File: config.mk
export PLATFORM = sky130hd
export DESIGN_NAME = alu_issue_stage
export DESIGN_NICKNAME = d
export VERILOG_FILES = /design/src/rtl/alu_issue_stage.sv
export SDC_FILE = /design/constraint.sdc
export NUM_CORES = 1
export LEC_CHECK = 0
export ABC_AREA = 1
export BUFFER_PORTS_ARGS = -buffer_cell sky130_fd_sc_hd__buf_2
export CAP_MARGIN = 20
export CORE_ASPECT_RATIO = 0.8
export CORE_UTILIZATION = 40
export DETAILED_ROUTE_END_ITERATION = 8
export SETUP_SLACK_MARGIN = 0.1
export SLEW_MARGIN = 10
export SYNTH_ARGS = -nofsm -noshare
export SYNTH_HDL_FRONTEND = slang
export SYNTH_SLANG_ARGS = --single-unit
export TNS_END_PERCENT = 50
File: constraint.sdc
create_clock -name clk -period 4.8 [get_ports clk]
set_clock_uncertainty 0.05 [all_clocks]
set_input_delay 0.24 -clock clk [delete_from_list [all_inputs] [get_ports clk]]
set_output_delay 0.24 -clock clk [all_outputs]
set_load 0.03 [all_outputs]
File: src/rtl/alu_issue_stage.sv
// Decode-to-ALU issue stage: 2-entry skid buffer driving A/B/ALU_opc; optional writeback snoop via ALU_ISSUE_SNOOP_EN.
// Latency: one cycle from push to head when empty; strict FIFO order, entry 0 is head.
// Backpressure: in_ready = count<2 (independent of out_ready); flush and reset discard all entries.
module alu_issue_stage #(
    parameter int DATA_W = 32,
    parameter int IMM_W  = 16,
    parameter int REG_AW = 5
) (
    input  logic              clk,
    input  logic              rst_n,
    input  logic              in_valid,
    output logic              in_ready,
    input  logic [REG_AW-1:0] in_rs_addr,
    input  logic [REG_AW-1:0] in_rt_addr,
    input  logic [DATA_W-1:0] in_rs_data,
    input  logic [DATA_W-1:0] in_rt_data,
    input  logic [IMM_W-1:0]  in_imm,
    input  logic              in_alu_src,
    input  logic [2:0]        in_alu_opc,
    input  logic [REG_AW-1:0] in_dest,
    input  logic              flush,
    input  logic              wb_valid,
    input  logic [REG_AW-1:0] wb_addr,
    input  logic [DATA_W-1:0] wb_data,
    output logic              out_valid,
    input  logic              out_ready,
    output logic [DATA_W-1:0] A,
    output logic [DATA_W-1:0] B,
    output logic [2:0]        ALU_opc,
    output logic [REG_AW-1:0] out_dest
);

    logic [1:0]        r_count;
    logic [DATA_W-1:0] r_a    [2];
    logic [DATA_W-1:0] r_b    [2];
    logic [2:0]        r_opc  [2];
    logic [REG_AW-1:0] r_dest [2];

    logic [DATA_W-1:0] w_a_n    [2];
    logic [DATA_W-1:0] w_b_n    [2];
    logic [2:0]        w_opc_n  [2];
    logic [REG_AW-1:0] w_dest_n [2];
    logic [1:0]        w_count_n;
    logic [1:0]        w_count_pop;
    logic              w_slot;
    logic              w_push;
    logic              w_pop;
    logic [DATA_W-1:0] w_imm_ext;
    logic [DATA_W-1:0] w_cap_a;
    logic [DATA_W-1:0] w_cap_b;

    assign in_ready  = rst_n && (r_count < 2'd2);
    assign out_valid = (r_count != 2'd0);
    assign w_push    = in_valid && in_ready;
    assign w_pop     = out_valid && out_ready;
    assign w_imm_ext = {{(DATA_W-IMM_W){in_imm[IMM_W-1]}}, in_imm};

    assign A        = out_valid ? r_a[0]    : '0;
    assign B        = out_valid ? r_b[0]    : '0;
    assign ALU_opc  = out_valid ? r_opc[0]  : 3'd0;
    assign out_dest = out_valid ? r_dest[0] : '0;

    // After a pop the survivor sits at slot 0, so a push lands at the post-pop count.
    assign w_count_pop = r_count - {1'b0, w_pop};
    assign w_slot      = w_count_pop[0];
    assign w_count_n   = flush ? 2'd0 : (w_count_pop + {1'b0, w_push});

`ifdef ALU_ISSUE_SNOOP_EN
    logic [REG_AW-1:0] r_rs   [2];
    logic [REG_AW-1:0] r_rt   [2];
    logic              r_bimm [2];
    logic [REG_AW-1:0] w_rs_n   [2];
    logic [REG_AW-1:0] w_rt_n   [2];
    logic              w_bimm_n [2];
    logic              w_wb_hit;

    // Register 0 is hardwired, so a write to it never forwards.
    assign w_wb_hit = wb_valid && (wb_addr != '0);
    assign w_cap_a  = (w_wb_hit && in_rs_addr == wb_addr) ? wb_data : in_rs_data;
    assign w_cap_b  = in_alu_src ? w_imm_ext :
                      ((w_wb_hit && in_rt_addr == wb_addr) ? wb_data : in_rt_data);
`else
    logic w_unused_wb;
    assign w_unused_wb = ^{wb_valid, wb_addr, wb_data, in_rs_addr, in_rt_addr};
    assign w_cap_a     = in_rs_data;
    assign w_cap_b     = in_alu_src ? w_imm_ext : in_rt_data;
`endif

    always_comb begin
        w_a_n    = r_a;
        w_b_n    = r_b;
        w_opc_n  = r_opc;
        w_dest_n = r_dest;
`ifdef ALU_ISSUE_SNOOP_EN
        w_rs_n   = r_rs;
        w_rt_n   = r_rt;
        w_bimm_n = r_bimm;
        for (int i = 0; i < 2; i++) begin
            if (w_wb_hit && r_rs[i] == wb_addr)
                w_a_n[i] = wb_data;
            if (w_wb_hit && !r_bimm[i] && r_rt[i] == wb_addr)
                w_b_n[i] = wb_data;
        end
`endif
        if (w_pop) begin
            w_a_n[0]    = w_a_n[1];
            w_b_n[0]    = w_b_n[1];
            w_opc_n[0]  = w_opc_n[1];
            w_dest_n[0] = w_dest_n[1];
`ifdef ALU_ISSUE_SNOOP_EN
            w_rs_n[0]   = w_rs_n[1];
            w_rt_n[0]   = w_rt_n[1];
            w_bimm_n[0] = w_bimm_n[1];
`endif
        end
        if (w_push) begin
            w_a_n[w_slot]    = w_cap_a;
            w_b_n[w_slot]    = w_cap_b;
            w_opc_n[w_slot]  = in_alu_opc;
            w_dest_n[w_slot] = in_dest;
`ifdef ALU_ISSUE_SNOOP_EN
            w_rs_n[w_slot]   = in_rs_addr;
            w_rt_n[w_slot]   = in_rt_addr;
            w_bimm_n[w_slot] = in_alu_src;
`endif
        end
    end

    always_ff @(posedge clk or negedge rst_n) begin
        if (!rst_n) begin
            r_count <= 2'd0;
            for (int i = 0; i < 2; i++) begin
                r_a[i]    <= '0;
                r_b[i]    <= '0;
                r_opc[i]  <= 3'd0;
                r_dest[i] <= '0;
`ifdef ALU_ISSUE_SNOOP_EN
                r_rs[i]   <= '0;
                r_rt[i]   <= '0;
                r_bimm[i] <= 1'b0;
`endif
            end
        end else begin
            r_count <= w_count_n;
            for (int i = 0; i < 2; i++) begin
                r_a[i]    <= w_a_n[i];
                r_b[i]    <= w_b_n[i];
                r_opc[i]  <= w_opc_n[i];
                r_dest[i] <= w_dest_n[i];
`ifdef ALU_ISSUE_SNOOP_EN
                r_rs[i]   <= w_rs_n[i];
                r_rt[i]   <= w_rt_n[i];
                r_bimm[i] <= w_bimm_n[i];
`endif
            end
        end
    end

endmodule

[Word-level counts from Yosys, hierarchy flattened]
Index checks and enable logic that the tools add are counted.
W data, S select, Z words.
Cells by class
  $add $sub $neg: 2
  multipliers: 0
  div/mod/pow operators: 0
  magnitude comparators: 3
  eq/ne operators: 0
  shift-type cells: 0
  multiplexer cells: 24
  bitwise gates (word level): 1
  reduce and logical (&&, ||, !) cells: 5
Operators with widths (number)
  $mux W32: 6
  $bwmux W64: 2
  $mux W64: 2
  $demux W32 S1: 1
  $mux W5: 3
  $bwmux W10: 1
  $mux W10: 1
  $mux W3: 3
  $bwmux W6: 1
  $mux W6: 1
  $demux W5 S1: 1
  $logic_and A1 B1 Y1: 4
  $demux W3 S1: 1
  $add A2 B1 Y2: 1
  $ge A2 B2 Y1 const B: 1
  $lt A2 B1 Y1 const B: 1
  $lt A2 B2 Y1 const B: 1
  $mux W2: 1
  $not A1 Y2: 1
  $reduce_bool A2 Y1: 1
  $sub A2 B1 Y2: 1
Word-level totals
  flip-flop bits (word level): 146
  latch bits: 0
  bits in writable memories: 0
  bits in read-only memories: 0
  input port bits: 142
  memories kept: 0

[Longest topological paths before layout]
  word-level depth: 10
  gate-level depth with buffers: 11
  depth with buffers taken out: 8

[Worst setup path before layout]
Ideal clock, no wire load.
  path type: flip-flop to flip-flop
  start: reg r_count[1]
  end: reg r_a[32] in the netlist's numbering
  setup time: 117 ps
  arrival time: 1824 ps
  data required time: 4633 ps
  path slack: 2809 ps
  stages on the path, launching flop included: 12
  buffers on the path: 3
  period minus slack after synthesis: 1991 ps
  cell sequence: dfrtp_1 > buf_2 > nor2_4 > nor2_4 > buf_2 > ha_1 > inv_1 > nor2_2 > inv_2 > buf_2 > nand3_1 > nand2_1
RTL lines
  from (decl): line 33  | logic [1:0] r_count;
  from (signal assigned): line 144  | r_count <= w_count_n;
  to (signal, indexed assignment): line 146  | r_a[i] <= w_a_n[i];
  to (decl): line 34  | logic [DATA_W-1:0] r_a [2];

==> results.tsv <==
stage	metric	value	unit
floorplan	Core ar.	0.0176	mm2
timing	Tmin final	2770	ps
clocking	CTS Sinks	146	
critical_path	CP most frequent cell	nor2_4	
floorplan	initial core utilization	41.5	%
routing	first-pass detailed-route iteration total	5	
final_layout	Final Cell Area	0.00925	mm2
clocking	clock latency at the later pin of the worst-skew pair	420	ps
routing	drt via density	4.53	
worst_hold_path	Hold Path Class	input port to flip-flop	
timing	relative slew slack	32.0	%
critical_path	family with the most delay on the worst path	buffers and inverters	
clocking	Root Driver	clkbuf_16	
placed_design	port buffer count	167	
placed_design	area post-placement	0.00828	mm2
synth	largest family of logic cells by synthesized area	simple AND/OR/NAND/NOR gates	
critical_path	Critical Path Start Type	flip-flop	
synth	post-synthesis sequential area ratio	49.9	%
synth	Synth Flop Type	dfrtp_1	
timing	setup tns final	0	ps
final_layout	share of layout cells above drive strength 1	17.4	%
grt	vias in the first global route	6385	
critical_path	crit-path max cell delay	470	ps
synth	Mapped Nets	1209	
synth	synthesized instance count	1065	
clocking	H-tree levels	4	
floorplan	num rows	43	
synth	asr flop ratio synth	100	%
pwr	worst vdd ir	0.000217	V
run_status	status	completed	
routing	Vias	6700	
grt	total global routing overflow	0	
critical_path	Setup CP Type	flip-flop to flip-flop	
clocking	Worst-path clk slew	60	ps
grt	initial antenna violation count	0	
timing	fin. max-slew vios	0	
critical_path	CP max-delay cell	dfrtp_1	
final_layout	Layout area overhead	26.3	%
floorplan	die outline area	0.0189	mm2
routing	Initial DRC Count	432	
synth	top cells by area, synth	dfrtp_1 50%, nand2_1 29%, inv_1 6.1%	
synth	Post-Synth Simple-Gate Area	36.9	%
grt	first-pass GRT wire length	32100	um
critical_path	CP required	5060	ps
routing	DRC	0	
synth	mux cell area share after synthesis	0	%
timing	Fin. Hold Viols	0	
synth	top-count cell post-synth	nand2_1	
grt	All-Layer GR Usage	21.7	%
final_layout	Finished Core Util	52.4	%
final_layout	ANT cells	0	
synth	biggest area consumer among synthesized cells	dfrtp_1	
synth	Synth Area per Inst	6.88	um2
floorplan	Die Width	153	um
critical_path	crit path cell chain	nor2_4, nor2_4, ha_1, inv_1, nor2_4, buf_4, inv_2, nand3_1, nand2_1	
pwr	Pleak	0.00543	uW
clocking	post-CTS sizing	0	
placed_design	DP Wirelength	11400	um
timing	RSZ-0062 raised after global routing	no	
synth	Post-Synth Adder-Cell Area	0.342	%
synth	warnings from Yosys	0	
grt	largest net degree at the start of global routing	81	
routing	remaining antenna violation count after routing	0	
routing	Final Routed Wirelength	19200	um
clocking	clock buffer depth	2	
timing	fin crit share	57.7	%
synth	Synth Area in Compound Gates	2.80	%
synth	commonest cells in the netlist	571 x nand2_1, 146 x dfrtp_1, 119 x inv_1	
synth	Post-synth EDFFs	0	
critical_path	critical-path maximum fanout	41	
timing	Worst Tran Pin Value	1020	ps
synth	Synth top area share	49.9	%
floorplan	io pins	216	
clocking	CTS buffer count	17	
routing	wire length per cell	13.0	um
synth	mapped cell area	0.00732	mm2
critical_path	Arr. time, crit path	3030	ps
synth	#FFs+latches synth	146	
final_layout	Layout Nets	1385	
placed_design	RD Place Congestion	0.755	
timing	f_max	361	MHz
synth	number of distinct library cells after synthesis	18	
critical_path	WP buf/inv	3	
floorplan	height of the die	123	um
clocking	CTS tree	yes	
critical_path	Worst setup EP type	flip-flop	
timing	final setup fails	0	
timing	Hold WS	12.3	ps
run	maxcap violations	0	
synth	Synth Area in XOR/XNOR	0.239	%
pwr	Pwr Density	606	mW/mm2
per-stage QoR:
step                      cells  power (uW)  setup WS, ps
after floorplan            1065        3660          2810
after global placement     1411        4210          2070
after detailed placement   1411        4250          2040
after CTS                  1479        5650          2020
after global routing       1479        6080          1870
final                      1479        5610          2030
cells by family after synthesis:
kind of cell	Yosys count
buf+inv	178
simple gates	696
flops	146
fa+ha+maj	2
xor+xnor	2
compound gates	41
routing by layer:
| layer | track usage, % | wire (um) | up-vias |
|---|---|---|---|
| met3 | 4.00 | 864 | 14 |
| met1 | 30.1 | 9510 | 3042 |
| li1 | - | - | 3481 |
| met2 | 35.1 | 8720 | 163 |
| met5 | 0 | 0 | - |
| met4 | 6.06 | 155 | 0 |
placed cells by master (no fill, tap or decap), drive strengths merged:
cell         synthesis  final
xnor2                1      1
clkbuf              17     24
clkinv               0      4
dfrtp              146    146
ha                   2      2
clkinvlp             0      2
nor2                79     79
nand2              572    572
o21ai               41     41
bufinv               0      2
dlygate4sd3          0     36
buf                 39    177
xor2                 1      1
inv                122    122
nand3               44     44
nand4                1      1
area by class of cell:
cell class	instances	area (um2)
sequential	146	3650
fill	1787	8400
tap	225	282
clock buffer	24	512
inverter	122	458
multi-input combinational	741	2960
timing repair buffer	213	1290
clock inverter	8	98.8
tightest hold or removal path, stage by stage:
cell and delay [ps]:
buf_2 100, nand2_1 50, nand2_1 60
worst paths after layout:
check / startpoint / to / slack, ps / cells past startpoint
min in group asynchronous: rst_n / r_b[45] / 120 / 2
max: r_count[1] / r_a[34] / 2030 / 9
min reg2reg: flip-flop / flip-flop / 430 / 2
min: in_alu_opc[1] / r_opc[4] / 10 / 3
max reg2reg: r_count[1] / r_a[34] / 2030 / 9
max in group asynchronous: rst_n / asynchronous set/reset pin / 2640 / 4
report_power, final:
group,switching [uW],leakage (uW),internal [uW]
sequential,206,0.00179,1810
clock,512,0.000298,847
combinational,1540,0.00334,696
repair_timing:
item | in CTS | in global routing
hold endpoints to repair | 51 | 0
hold buffers | 36 | 0
buffers inserted | 0 | 0
(Power assumes the default switching activity.)
